`config.mk`:
```
export PLATFORM = sky130hd
export DESIGN_NAME = truth_table_capture
export DESIGN_NICKNAME = d
export VERILOG_FILES = /design/src/rtl/truth_table_capture.sv
export SDC_FILE = /design/constraint.sdc
export NUM_CORES = 1
export LEC_CHECK = 0
export CORE_MARGIN = 1.5
export CORE_UTILIZATION = 50
export DETAILED_ROUTE_END_ITERATION = 7
export PLACE_DENSITY = 0.78
export SLEW_MARGIN = 20
export SYNTH_ARGS = -nofsm -noshare
export SYNTH_HDL_FRONTEND = slang
export SYNTH_SLANG_ARGS = --single-unit
```
`constraint.sdc`:
```
create_clock -name clk -period 1.8 [get_ports clk]
set_clock_uncertainty 0.1 [all_clocks]
set_input_delay 0.54 -clock clk [delete_from_list [all_inputs] [get_ports clk]]
set_output_delay 0.54 -clock clk [all_outputs]
set_load 0.05 [all_outputs]
```
`src/rtl/truth_table_capture.sv`:
```
// truth_table_capture: sweeps all eight {in1,in2,in3} combinations into an
// attached 3-input gate, waits a settle time per combination, majority-votes
// the gate output and publishes the resulting 8-bit truth-table code.
// Response to combination k lands in table_code[7-k] (k=000 -> bit 7).
module truth_table_capture #(
  parameter int SETTLE_CYCLES = 4,
  parameter int SAMPLES       = 3
) (
  input  logic       clk,
  input  logic       rst_n,
  input  logic       start,
  input  logic [7:0] expected,
  input  logic       dut_out,
  output logic       in1,
  output logic       in2,
  output logic       in3,
  output logic       busy,
  output logic       done,
  output logic [7:0] table_code,
  output logic       match
);

  // Counter widths: each must hold its terminal count; a 1-bit floor keeps
  // the degenerate parameter values (SETTLE_CYCLES=1, SAMPLES=1) legal.
  localparam int SW = (SETTLE_CYCLES > 1) ? $clog2(SETTLE_CYCLES) : 1;
  localparam int NW = (SAMPLES > 1) ? $clog2(SAMPLES) : 1;
  localparam int OW = $clog2(SAMPLES + 1);

  localparam logic [SW-1:0] SETTLE_LAST = SW'(SETTLE_CYCLES - 1);
  localparam logic [NW-1:0] SAMPLE_LAST = NW'(SAMPLES - 1);

  typedef enum logic [1:0] {
    IDLE   = 2'd0,
    SETTLE = 2'd1,
    SAMPLE = 2'd2
  } state_t;

  state_t          state;
  logic [2:0]      k;
  logic [SW-1:0]   settle_cnt;
  logic [NW-1:0]   sample_cnt;
  logic [OW-1:0]   ones;
  logic [7:0]      acc;
  logic [7:0]      exp_q;

  logic [OW-1:0]   ones_nxt;
  logic            vote;
  logic [7:0]      acc_nxt;

  // Strict majority of SAMPLES (odd) votes.
  function automatic logic majority(input logic [OW-1:0] count);
    return int'(count) > (SAMPLES / 2);
  endfunction

  // Running ones count including the current sample, and the accumulator
  // as it will look once the vote for combination k is written in.
  always_comb begin
    ones_nxt          = ones + OW'(dut_out);
    vote              = majority(ones_nxt);
    acc_nxt           = acc;
    acc_nxt[3'd7 - k] = vote;
  end

  // Sweep sequencer: stimulus, counters, voting and result publication.
  always_ff @(posedge clk or negedge rst_n) begin
    if (!rst_n) begin
      state           <= IDLE;
      k               <= 3'd0;
      settle_cnt      <= '0;
      sample_cnt      <= '0;
      ones            <= '0;
      acc             <= 8'h00;
      exp_q           <= 8'h00;
      {in1, in2, in3} <= 3'b000;
      busy            <= 1'b0;
      done            <= 1'b0;
      table_code      <= 8'h00;
      match           <= 1'b0;
    end else begin
      done <= 1'b0;
      case (state)
        IDLE: begin
          if (start) begin
            exp_q           <= expected;
            k               <= 3'd0;
            settle_cnt      <= '0;
            sample_cnt      <= '0;
            ones            <= '0;
            acc             <= 8'h00;
            {in1, in2, in3} <= 3'b000;
            busy            <= 1'b1;
            state           <= SETTLE;
          end
        end
        SETTLE: begin
          if (settle_cnt == SETTLE_LAST) begin
            settle_cnt <= '0;
            state      <= SAMPLE;
          end else begin
            settle_cnt <= settle_cnt + SW'(1);
          end
        end
        SAMPLE: begin
          if (sample_cnt == SAMPLE_LAST) begin
            sample_cnt <= '0;
            ones       <= '0;
            acc        <= acc_nxt;
            if (k == 3'd7) begin
              // Publish only the complete table; partials never escape.
              table_code      <= acc_nxt;
              match           <= (acc_nxt == exp_q);
              done            <= 1'b1;
              busy            <= 1'b0;
              k               <= 3'd0;
              {in1, in2, in3} <= 3'b000;
              state           <= IDLE;
            end else begin
              k               <= k + 3'd1;
              {in1, in2, in3} <= k + 3'd1;
              state           <= SETTLE;
            end
          end else begin
            sample_cnt <= sample_cnt + NW'(1);
            ones       <= ones_nxt;
          end
        end
        default: state <= IDLE;
      endcase
    end
  end

endmodule

```
After elaboration in Yosys (flattened, before gate mapping)
Index checks and enable logic that the tools add are counted.

Multiplexer cells: 39. $lt $le $gt $ge: 3. Reductions and logical operators: 11. $add $sub $neg: 5. Equal/unequal tests: 10.

Operators with widths (count): $mux 8 (2); $pmux 8 s2 (1); $mux 1 (15); $mux 2 (7); $pmux 2 s2 (3); $mux 3 (3); $reduce_and 3->1 (3); $bwmux 8 (1); $eq 8x8->1 (1); $ne 2x2->1 const B (4); $pmux 1 s2 (4); $eq 2x2->1 const B (3); $pmux 2 s3 (1); $pmux 3 s2 (1); $reduce_and 2->1 (3); $add 2x1->2 const B (2); $lt 3x4->1 const B (1); $reduce_and 4->1 (1); $reduce_bool 2->1 (2); $add 3x1->3 const B (1); $demux 1 s3 (1); $eq 3x3->1 const B (1); $ge 3x1->1 const B (1); $sub 3x3->3 const A (1); 5 further kinds (5).

Logic and storage cells: 82. Register bits: 41. Output and inout port bits: 14. Bits of input ports: 12.

Longest topological paths before layout
Depth after elaboration: 8. Mapped depth: 7. Depth with buffers taken out: 6.

Worst setup path before layout
OpenSTA, ideal clock, no wires.

Kind: input port to flip-flop. Start point: input dut_out. End point: register match. Path buffers: 1. Data required time: 1.578 ns. Stages: 7. Library setup time: 0.122 ns. Arrival time: 1.635 ns. Slack: -0.057 ns. Cell sequence: ha_1 -> buf_4 -> xnor3_1 -> a22oi_1 -> o21ai_0 -> nand3_1 -> o21ai_1.

Word-level cells in the longest chain between the ends: 4.

Ends and longest elaborated chain: start: declaration (line 13) `input logic dut_out,`; $add 2x1->2 (line 58) `ones_nxt = ones + OW'(dut_out);`; $gt 2x1->1 (line 52) `return int'(count) > (SAMPLES / 2);`; $bwmux 8 (line 61) `acc_nxt[3'd7 - k] = vote;`; $eq 8x8->1 (line 111) `match <= (acc_nxt == exp_q);`; end signal: assignment (line 111); end: declaration (line 20) `output logic match`.

Every way passes these cells. A chain may end at the register's enable or synchronous reset.

Worst setup path in the final report
Start point: register in1. End point: output in1.

RTL lines: start: declaration (line 14) `output logic in1,`; start signal: assignment (line 119) `{in1, in2, in3} <= k + 3'd1;`.

No word-level cell between the ends.

==> out/metrics.yaml <==
flow_run:
  drv_cap: 0
clock_network:
  h-tree-depth: 2
  cts_tree: "yes"
  clk-insertion-delay-late_ns: 0.29
  clkSlewWorstSetupHoldPaths_ns: 0.07
  clock-sinks: 38
  cts-root-buf: "clkbuf_8"
  clk_path_buf_depth: 2
  cts_hold_buffers: 0
  numCtsBuffers: 5
critical_path:
  crit_chain: "buf_12"
  rrSetupSlack_ns: 0.14
  worst-setup-path-type: "reg2out"
  crit_buf_inv: 1
  reg2regPathDepth: 5
  regToRegStartpoint: "sample_cnt[0]$_DFFE_PN0P_"
  endpoint_kind: "primary output"
  cp_max_fo: 18
  max_stage_delay_ns: 0.63
  critical_path_arrival_ns: 1.11
  worst_setup_path_start_kind: "flip-flop"
  cp.required_ns: 1.16
  cp_top_family: "flip-flops"
  worstReg2RegEnd: "match$_DFFE_PN0P_"
  slowest_stage: "dfrtp_2"
route:
  wl_mm: 4.64
  dr.pass1.iters: 4
  drt_iter0_drc: 79
  num_vias: 1671
  drc: 0
  avgViaCountPerCell: 5.63
  ant_nets: 0
  wire_per_inst_um: 15.6
global_routing:
  antenna_found_initial: 0
  grt_max_degree: 22
  grt_overflow: 0
  grt_pass1_vias: 1618
  grt_first_pass_wirelength_mm: 7.68
  track_usage_pct: 22.7
place:
  gp_congestion: 0.956
  port_buffers: 25
  dpl.hpwl_mm: 3.47
  dp_cells: 289
timing:
  whs_ns: 0.0702
  finalCritPeriodShare_pct: 97.3
  rsz0062_at_grt: "false"
  period_minus_slack_ns: 1.75
  slew_violations: 0
  tightest_slew_ns: 0.410
  fin_tns_setup_ns: 0
  slew_headroom_pct: 72.7
  hold_viol: 0
  timing.fmax_mhz: 571
  setup_viol: 0
yosys:
  seq_area_frac_synth_pct: 44.5
  ys_top_cells_by_area: "dfrtp_1 (45%), mux2_2 (6.3%), o21ai_0 (4.5%)"
  yosysWarnings: 0
  synth_nets: 219
  ys_ff_latch: 38
  synth_cells: 203
  synth_edf_count: 0
  yosys.area.top_type: "dfrtp_1"
  avgSynthCellArea_um2: 10.5
  ys_async_sr_fraction_pct: 100
  synthTopCellsByCount: "dfrtp_1 (38), nand2_1 (23), o21ai_0 (19)"
  synth_top_flop_cell: "dfrtp_1"
  yosysMostFrequentCell: "dfrtp_1"
  yosysUniqueCellTypes: 51
  synth_area_um2: 2140
  synth_top_area_share_pct: 44.5
power:
  power.density_nw_per_um2: 1120
  power_mw: 3.15
  irDropWorstVdd_mv: 0.745
  p_leak_nw: 1.23
final_layout:
  fillCellCount: 306
  syn_to_final_growth_pct: 32.2
  final_cells: 297
  nets: 262
  drive_above_1_share_pct: 31.6
  final-seq-area_um2: 955
  num_antenna_cells: 0
  postLayoutCoreUtil_pct: 69.6
  multiInputGateArea_um2: 1110
floorplan:
  die_area_um2: 4670
  chipHeight_um: 68.4
  initial_core_util_pct: 52.6
  dieWidth_um: 68.4
  coreArea_um2: 4060
  num_rows: 23
  io_pins: 26
worst_hold_path:
  hp-class: "in2async"
status:
  outcome: "finished, final reports clean"
==> logic make-up (layout without fill, tap and decap cells) <==
| family | after synthesis | count (layout) | share of synthesized area, % |
|---|---|---|---|
| AND/OR/NAND/NOR | 62 | 62 | 16.2 |
| AO/OA/AOI/OAI | 56 | 56 | 17.0 |
| adder cells (fa/ha/maj) | 4 | 4 | 2.34 |
| multiplexers | 14 | 14 | 7.50 |
| flip-flops | 38 | 38 | 44.5 |
| buffers and inverters | 18 | 62 | 5.10 |
| XOR/XNOR | 11 | 11 | 7.32 |
==> flip-flops by register name, summed over array words and instances (netlist names) <==
register	flops
table_code	8
k	2
busy	1
state	2
exp_q	8
match	1
settle_cnt	2
sample_cnt	2
done	1
ones	2
acc	8
in1	1
==> report_power, final <==
group / internal, mW / switching (mW) / total, mW
registers: 1.03 / 0.204 / 1.24
clock network: 0.387 / 0.294 / 0.681
logic: 0.663 / 0.568 / 1.23
==> area by class of cell <==
| type | instances | share of cell area [%] |
|---|---|---|
| multi-input combinational | 147 | 39.3 |
| clock buffer | 8 | 3.90 |
| inverter | 7 | 0.930 |
| sequential | 38 | 33.8 |
| timing repair buffer | 47 | 19.9 |
| tap | 50 | 2.22 |
==> how the worst max path moves through the flow <==
| stage | start | end | slack, ns | cells after the start |
|---|---|---|---|---|
| floorplan | dut_out | match$_DFFE_PN0P_ | 0.04 | 7 |
| global placement | dut_out | match$_DFFE_PN0P_ | -0.59 | 7 |
| detailed placement | dut_out | acc[4]$_DFFE_PN0P_ | -0.64 | 6 |
| CTS | in1$_DFFE_PN0P_ | in1 | 0.05 | 1 |
| global route | in1$_DFFE_PN0P_ | in1 | 0.009 | 1 |
| finish | in1$_DFFE_PN0P_ | in1 | 0.05 | 1 |
==> repair_timing <==
action | in CTS | in global routing
pin swaps | 2 | 0
buffers inserted | 0 | 0
resized for setup | 4 | 3
endpoints found under the setup margin | 13 | 3
==> layer usage <==
metal	global-route usage, %	part of all wire (%)	up-vias	routed length (µm)
li1	-	-	811	-
met1	31.3	48	815	2230
met2	35.9	46	41	2140
met3	4.28	4.6	4	214
met4	7.50	1.1	0	52
met5	0	0	-	0
==> cell usage in the layout, fill, tap and decap left out, types with 3 or more instances in the layout <==
cell type        Yosys  routed
a21oi_1             10      10
a22o_1               3       3
a32o_1               5       5
buf_12               0      15
buf_4                4      21
clkbuf_8             0       8
clkdlybuf4s50_1      0       9
dfrtp_1             38      35
dfrtp_2              0       3
ha_1                 4       3
inv_1                5       5
mux2_2              12      12
nand2_1             23      23
nand2b_1             8       8
nand3_1              6       6
nor2_1               6       6
nor2_2               3       3
o21ai_0             19      17
o21ai_1              4       6
o22ai_1              3       3
xnor3_1              3       3
xor2_1               5       4
==> through the flow <==
stage	cell area [µm²]	setup WS, ns
after floorplan	2150	0.0392
after global placement	2690	-0.594
after detailed placement	2690	-0.635
after CTS	2820	0.0479
after global routing	2820	0.00851
final	2820	0.0483
Power figures use the tool's default switching activity.
